## src/rtl/sevenseg_pkg.sv

```systemverilog
// Shared types and segment patterns for the BCD seven-segment scan driver.
// Segment order is {a,b,c,d,e,f,g} with a in bit 6; a 1 lights the segment.
package sevenseg_pkg;

  localparam int NIBBLE_W = 4;
  localparam int SEG_W    = 7;

  typedef logic [NIBBLE_W-1:0] nibble_t;
  typedef logic [SEG_W-1:0]    seg_t;

  localparam nibble_t BCD_MAX = 4'd9;

  localparam seg_t SEG_0     = 7'b1111110;
  localparam seg_t SEG_1     = 7'b0110000;
  localparam seg_t SEG_2     = 7'b1101101;
  localparam seg_t SEG_3     = 7'b1111001;
  localparam seg_t SEG_4     = 7'b0110011;
  localparam seg_t SEG_5     = 7'b1011011;
  localparam seg_t SEG_6     = 7'b1011111;
  localparam seg_t SEG_7     = 7'b1110000;
  localparam seg_t SEG_8     = 7'b1111111;
  localparam seg_t SEG_9     = 7'b1111011;
  localparam seg_t SEG_BLANK = 7'b0000000;

  function automatic logic is_invalid(input nibble_t n);
    return n > BCD_MAX;
  endfunction

endpackage

```

## src/rtl/bcd_sevenseg_scan_driver_if.sv

```systemverilog
// Load/display bundle of the scan driver: BCD word in, segment/digit pins out.
// The datapath side is the master; the scan driver itself is the slave.
interface bcd_sevenseg_scan_driver_if #(
  parameter int DIGITS = 4
);
  import sevenseg_pkg::*;

  logic                         load;
  logic [NIBBLE_W*DIGITS-1:0]   bcd_in;
  seg_t                         seg;
  logic [DIGITS-1:0]            dig_en;
  logic                         frame_start;
  logic                         invalid;

  modport master (
    output load, bcd_in,
    input  seg, dig_en, frame_start, invalid
  );

  modport slave (
    input  load, bcd_in,
    output seg, dig_en, frame_start, invalid
  );

endinterface

```

## src/rtl/bcd_sevenseg_decode.sv

```systemverilog
// Combinational BCD nibble to seven-segment decoder; codes 10..15 are blank.
module bcd_sevenseg_decode
  import sevenseg_pkg::*;
(
  input  nibble_t digit,
  output seg_t    seg
);

  always_comb begin
    case (digit)
      4'd0:    seg = SEG_0;
      4'd1:    seg = SEG_1;
      4'd2:    seg = SEG_2;
      4'd3:    seg = SEG_3;
      4'd4:    seg = SEG_4;
      4'd5:    seg = SEG_5;
      4'd6:    seg = SEG_6;
      4'd7:    seg = SEG_7;
      4'd8:    seg = SEG_8;
      4'd9:    seg = SEG_9;
      default: seg = SEG_BLANK;
    endcase
  end

endmodule

```

## src/rtl/bcd_sevenseg_scan_driver.sv

```systemverilog
// Time-multiplexed common-cathode seven-segment scan driver with tear-free display.
// Optional build macro LEADING_ZERO_BLANK_EN blanks zero digits above the leading non-zero.
module bcd_sevenseg_scan_driver
  import sevenseg_pkg::*;
#(
  parameter int DIGITS   = 4,
  parameter int PRESCALE = 1000
) (
  input  logic                          clk,
  input  logic                          rst,
  bcd_sevenseg_scan_driver_if.slave     bus
);

  localparam int PC_W  = (PRESCALE > 1) ? $clog2(PRESCALE) : 1;
  localparam int DI_W  = (DIGITS > 1) ? $clog2(DIGITS) : 1;
  localparam int BUS_W = NIBBLE_W * DIGITS;

  logic [PC_W-1:0]  pc;
  logic [DI_W-1:0]  di;
  logic [BUS_W-1:0] shd;
  logic [BUS_W-1:0] disp;

  logic    pc_wrap;
  logic    frame_wrap;
  nibble_t cur_nibble;
  seg_t    cur_seg;
  logic    blank;
  logic    any_invalid;

  assign pc_wrap    = (pc == PC_W'(PRESCALE - 1));
  assign frame_wrap = pc_wrap && (di == DI_W'(DIGITS - 1));
  assign cur_nibble = disp[NIBBLE_W*di +: NIBBLE_W];

  bcd_sevenseg_decode u_decode (
    .digit (cur_nibble),
    .seg   (cur_seg)
  );

  // NOTE: every variable in an always_comb gets a default first so no latch is inferred.
  always_comb begin
    any_invalid = 1'b0;
    for (int i = 0; i < DIGITS; i++)
      any_invalid |= is_invalid(disp[NIBBLE_W*i +: NIBBLE_W]);
  end

`ifdef LEADING_ZERO_BLANK_EN
  // Blank the current digit only if it and every digit above it hold zero.
  always_comb begin
    blank = (di != '0);
    for (int i = 0; i < DIGITS; i++)
      if (i >= int'(di) && disp[NIBBLE_W*i +: NIBBLE_W] != '0)
        blank = 1'b0;
  end
`else
  assign blank = 1'b0;
`endif

  // NOTE: non-blocking assignments so every register samples pre-edge state.
  always_ff @(posedge clk) begin
    if (rst) begin
      pc              <= '0;
      di              <= '0;
      shd             <= '0;
      disp            <= '0;
      bus.seg         <= SEG_BLANK;
      bus.dig_en      <= '0;
      bus.frame_start <= 1'b0;
      bus.invalid     <= 1'b0;
    end else begin
      pc <= pc_wrap ? '0 : pc + 1'b1;
      if (pc_wrap)
        di <= (di == DI_W'(DIGITS - 1)) ? '0 : di + 1'b1;
      if (bus.load)
        shd <= bus.bcd_in;
      // A load on the wrap cycle bypasses the shadow so it shows in the new frame.
      if (frame_wrap)
        disp <= bus.load ? bus.bcd_in : shd;
      bus.seg         <= blank ? SEG_BLANK : cur_seg;
      bus.dig_en      <= DIGITS'(1) << di;
      bus.frame_start <= (pc == '0) && (di == '0);
      bus.invalid     <= any_invalid;
    end
  end

endmodule

```

## src/flat_wrapper.sv

```systemverilog
// flat-port wrapper written by rule: the top's interface ports become plain ports
module bcd_sevenseg_scan_driver_flat import sevenseg_pkg::*;
#(
  parameter int DIGITS   = 4,
  parameter int PRESCALE = 1000
)
  (clk, rst, bus_load, bus_bcd_in, bus_seg, bus_dig_en, bus_frame_start, bus_invalid);
  bcd_sevenseg_scan_driver_if #(.DIGITS(DIGITS)) bus_i ();
  input  logic clk;
  input  logic rst;
  input wire logic [$bits(bus_i.load)-1:0] bus_load;
  input wire logic [$bits(bus_i.bcd_in)-1:0] bus_bcd_in;
  output wire logic [$bits(bus_i.seg)-1:0] bus_seg;
  output wire logic [$bits(bus_i.dig_en)-1:0] bus_dig_en;
  output wire logic [$bits(bus_i.frame_start)-1:0] bus_frame_start;
  output wire logic [$bits(bus_i.invalid)-1:0] bus_invalid;
  assign bus_i.load = bus_load;
  assign bus_i.bcd_in = bus_bcd_in;
  assign bus_seg = bus_i.seg;
  assign bus_dig_en = bus_i.dig_en;
  assign bus_frame_start = bus_i.frame_start;
  assign bus_invalid = bus_i.invalid;
  bcd_sevenseg_scan_driver #(.DIGITS(DIGITS), .PRESCALE(PRESCALE)) u_core (.clk(clk), .rst(rst), .bus(bus_i));
endmodule
```

## config.mk

```make
export PLATFORM = sky130hd
export DESIGN_NAME = bcd_sevenseg_scan_driver_flat
export DESIGN_NICKNAME = d
export VERILOG_FILES = /design/src/rtl/sevenseg_pkg.sv /design/src/rtl/bcd_sevenseg_scan_driver_if.sv /design/src/rtl/bcd_sevenseg_decode.sv /design/src/rtl/bcd_sevenseg_scan_driver.sv /design/src/flat_wrapper.sv
export SDC_FILE = /design/constraint.sdc
export NUM_CORES = 1
export LEC_CHECK = 0
export ABC_AREA = 1
export BUFFER_PORTS_ARGS = -buffer_cell sky130_fd_sc_hd__buf_2
export CAP_MARGIN = 5
export CELL_PAD_IN_SITES_DETAIL_PLACEMENT = 1
export CELL_PAD_IN_SITES_GLOBAL_PLACEMENT = 2
export CORE_MARGIN = 2
export CORE_UTILIZATION = 32
export CTS_BUF_LIST = sky130_fd_sc_hd__clkbuf_16
export CTS_CLUSTER_SIZE = 10
export DETAILED_ROUTE_END_ITERATION = 10
export GPL_TIMING_DRIVEN = 0
export PLACE_DENSITY_LB_ADDON = 0.1
export SETUP_SLACK_MARGIN = 0.02
export SYNTH_ARGS = -nofsm -noshare
export SYNTH_HDL_FRONTEND = slang
export SYNTH_HIERARCHICAL = 1
export SYNTH_SLANG_ARGS = --single-unit
export TNS_END_PERCENT = 50
```

## constraint.sdc

```tcl
create_clock -name clk -period 2.9 [get_ports clk]
set_clock_uncertainty 0.05 [all_clocks]
set_input_delay 0.145 -clock clk [delete_from_list [all_inputs] [get_ports clk]]
set_output_delay 0.145 -clock clk [all_outputs]
set_load 0.005 [all_outputs]
```

==> run summary <==
Run status - finished, final reports clean
Vias in the first global route - 2666
Port buffer count - 30
PD cells - 589 mW/mm2
Longest Clk Path Bufs - 2
DR pass1 iterations - 4
Die ar. - 0.00965 mm2
Max-slew violation count - 0
Flop2flop setup slack - 0.40 ns
Worst vdd ir - 235 uV
WP data required - 3.03 ns
Cts hold-fix bufs - 0
Hold path depth - 5
Largest fanout on the critical path - 9
Hold Path End - u_core/shd[13]
Area Overhead vs Synth - 21.0%
Total number of vias - 2541
Critical Path Slowest Stage Cell - a21oi_1
CORE AREA - 0.00868 mm2
CP arrival - 2.63 ns
Synthesized flop and latch total - 57
Count of cell types in the netlist - 20
GR Util All Layers - 15.5%
Slowest cell delay on critical path - 0.38 ns
Placed Area - 0.00313 mm2
Worst hold start - bus_bcd_in[13]
Critical path's top delay family - buffers and inverters
Detailed Route WL - 6860 um
Final Hold Viols - 0
Cts bufs inserted - 9
# resized after CTS - 0
Reg clk slew, reported paths - 0.05 ns
Sink Count - 57
Final ANT Viol Nets - 0
Unrepaired setup endpoints after global routing - no
First-pass GRT wire length - 12100 um
Worst Setup Start Kind - register
Remaining Overflow, GRT - 0
Die Ht - 98.3 um
Initial antenna violation count - 0
Initial detailed-routing violation count - 58
Total power - 0.00203 W
Htree depth - 3
Vias per inst - 4.32
Setup crit end kind - register
RR Endpoint - u_core/bus.seg[3]
Footprint of the multi-input gates - 0.00126 mm2
Initial core utilization - 32.8%
Rows - 34
Register area share after synthesis - 40.1%
Final setup violation count - 0
WS Path Type - reg2reg
Syn avg cell area - 6.55 um2
Max transition margin - 62.1%
Worst skew pair latency - 0.31 ns
Yosys warning count - 6
Fin crit period - 2.50 ns
Remaining design rule violation count - 0
Worst Path Buf+Inv - 4
# IOs - 32
Worst-Margin Slew - 0.568 ns
Mapped Area - 0.00284 mm2
Post-CTS Setup Bufs - 0
Worst flop-to-flop path startpoint - u_core/di[0]
MaxCap Viol Count - 0
DIE WIDTH - 98.3 um
Antenna Diode Count - 0
Seq. cell area - 0.00114 mm2
Period Utilization, post-route - 86.1%
Final layout net count - 504
Final core utilization - 39.6%
Layout fillers - 1151
Leak - 1.75 nW
GPL Wtd Cong - 0.746
Largest net degree at the start of global routing - 11
Hold Path Class - in2reg
Post-route cell area - 0.00344 mm2
WL/cell - 11.7 um
CP cell instances - clkbuf_1, inv_1, o21ai_0, a21oi_1, a21oi_1, inv_1, ha_1, nand2_1, nand2_1, nand2_1, nand2_1, inv_1, nor2_1
TNS Setup - 0 ns
Maximum clock frequency - 0.400 GHz
Fraction of layout cells with a size suffix above 1 - 14.6%
Syn_nets - 463
Hpwl dp - 5110 um
Crit-path most repeated cell - nand2_1
Post-synthesis cell count - 434
FF-to-FF path depth - 13
CTS tree - built
Clock Root Buffer - clkbuf_16
WHS - 0.108 ns
-- worst max path at each step --
| stage | cells past startpoint | startpoint | slack [ns] | endpoint |
|---|---|---|---|---|
| after floorplan | 13 | u_core/di[0] | 0.87 | u_core/bus.seg[3] |
| after global placement | 13 | u_core/di[0] | 0.45 | u_core/bus.seg[3] |
| after detailed placement | 13 | u_core/di[0] | 0.41 | u_core/bus.seg[3] |
| after CTS | 13 | u_core/di[0] | 0.39 | u_core/bus.seg[3] |
| after global routing | 13 | u_core/di[0] | 0.07 | u_core/bus.seg[3] |
| final | 13 | u_core/di[0] | 0.40 | u_core/bus.seg[3] |
-- routing by layer --
metal  GRT usage [%]  vias to the layer above  share of wire, %
li1                -                     1368                 -
met1            19.8                     1137                50
met2            26.6                       32                47
met3            2.86                        4               2.6
met4            5.06                        0              0.74
met5               0                        -                 0
-- cell type report --
class,instances,area share (%)
multi-input combinational,264,36.7
sequential,57,33.2
inverter,97,10.6
clock buffer,9,6.55
timing repair buffer,30,4.36
tap,108,3.93
clock inverter,7,2.55
buffer,16,2.18
-- placed cells by master, fill, tap and decap left out --
master	instances
nand2_1	117
inv_1	97
nor2_1	58
dfxtp_1	57
buf_2	36
nand4_1	19
a21oi_1	18
nand2_2	12
ha_1	10
clkbuf_16	9
o21ai_0	9
nand3_1	7
clkbuf_1	6
nor3_1	6
buf_1	3
xor2_1	3
bufinv_16	2
clkinvlp_4	2
nand3_2	2
nor2_4	2
inv_2	2
clkinv_2	1
nand3_4	1
buf_6	1
-- state kept, by name, summed over array words and instances (netlist names) --
register                flops
u_core/disp                16
u_core/shd                 16
u_core/pc                  10
u_core/bus.seg              7
u_core/bus.dig_en           4
u_core/di                   2
u_core/bus.frame_start      1
u_core/bus.invalid          1
-- through the flow --
step                worst slack [ns]  std cells
global placement               0.452        572
detailed placement             0.408        572
global route                  0.0692        588
finish                         0.403        588
CTS                            0.386        588
floorplan                      0.873        434
-- report_power, final --
part	switching, W	leakage, nW	internal, W
Combinational	0.0000671	1.13	0.0000405
Sequential	0.00000910	0.467	0.000810
Clock	0.000357	0.154	0.000743
-- Yosys cell counts --
| cell | instances | area, um2 |
|---|---|---|
| nand2_1 | 117 | 439 |
| inv_1 | 95 | 357 |
| nor2_1 | 58 | 218 |
| dfxtp_1 | 57 | 1140 |
| nand4_1 | 19 | 119 |
| a21oi_1 | 18 | 90.1 |
| nand2_2 | 12 | 75.1 |
| ha_1 | 10 | 125 |
| o21ai_0 | 9 | 45.0 |
| nand3_1 | 7 | 35.0 |
| buf_2 | 6 | 30.0 |
| clkbuf_1 | 6 | 22.5 |
| nor3_1 | 6 | 30.0 |
| buf_1 | 3 | 11.3 |
| xor2_1 | 3 | 26.3 |
| inv_2 | 2 | 7.51 |
| nand3_2 | 2 | 20.0 |
| nor2_4 | 2 | 22.5 |
| buf_6 | 1 | 11.3 |
| nand3_4 | 1 | 17.5 |
-- cells by family (layout without fill, tap and decap cells) --
kind of cell               after synthesis  count (layout)  share of synthesized area (%)
AOI/OAI and AO/OA                       27              27                           4.75
and+or+nand+nor                        224             224                           34.3
buffers and inverters                  113             159                           15.4
adders and majority gates               10              10                           4.40
DFF                                     57              57                           40.1
xor gates and xnor gates                 3               3                          0.924
-- worst min-delay path, stage by stage --
cell and delay [ns]:
buf_2 0.07, inv_1 0.03, nand2_1 0.04, nand2_1 0.06, nor2_1 0.08
Note: power is estimated with default switching activity, not from simulation.
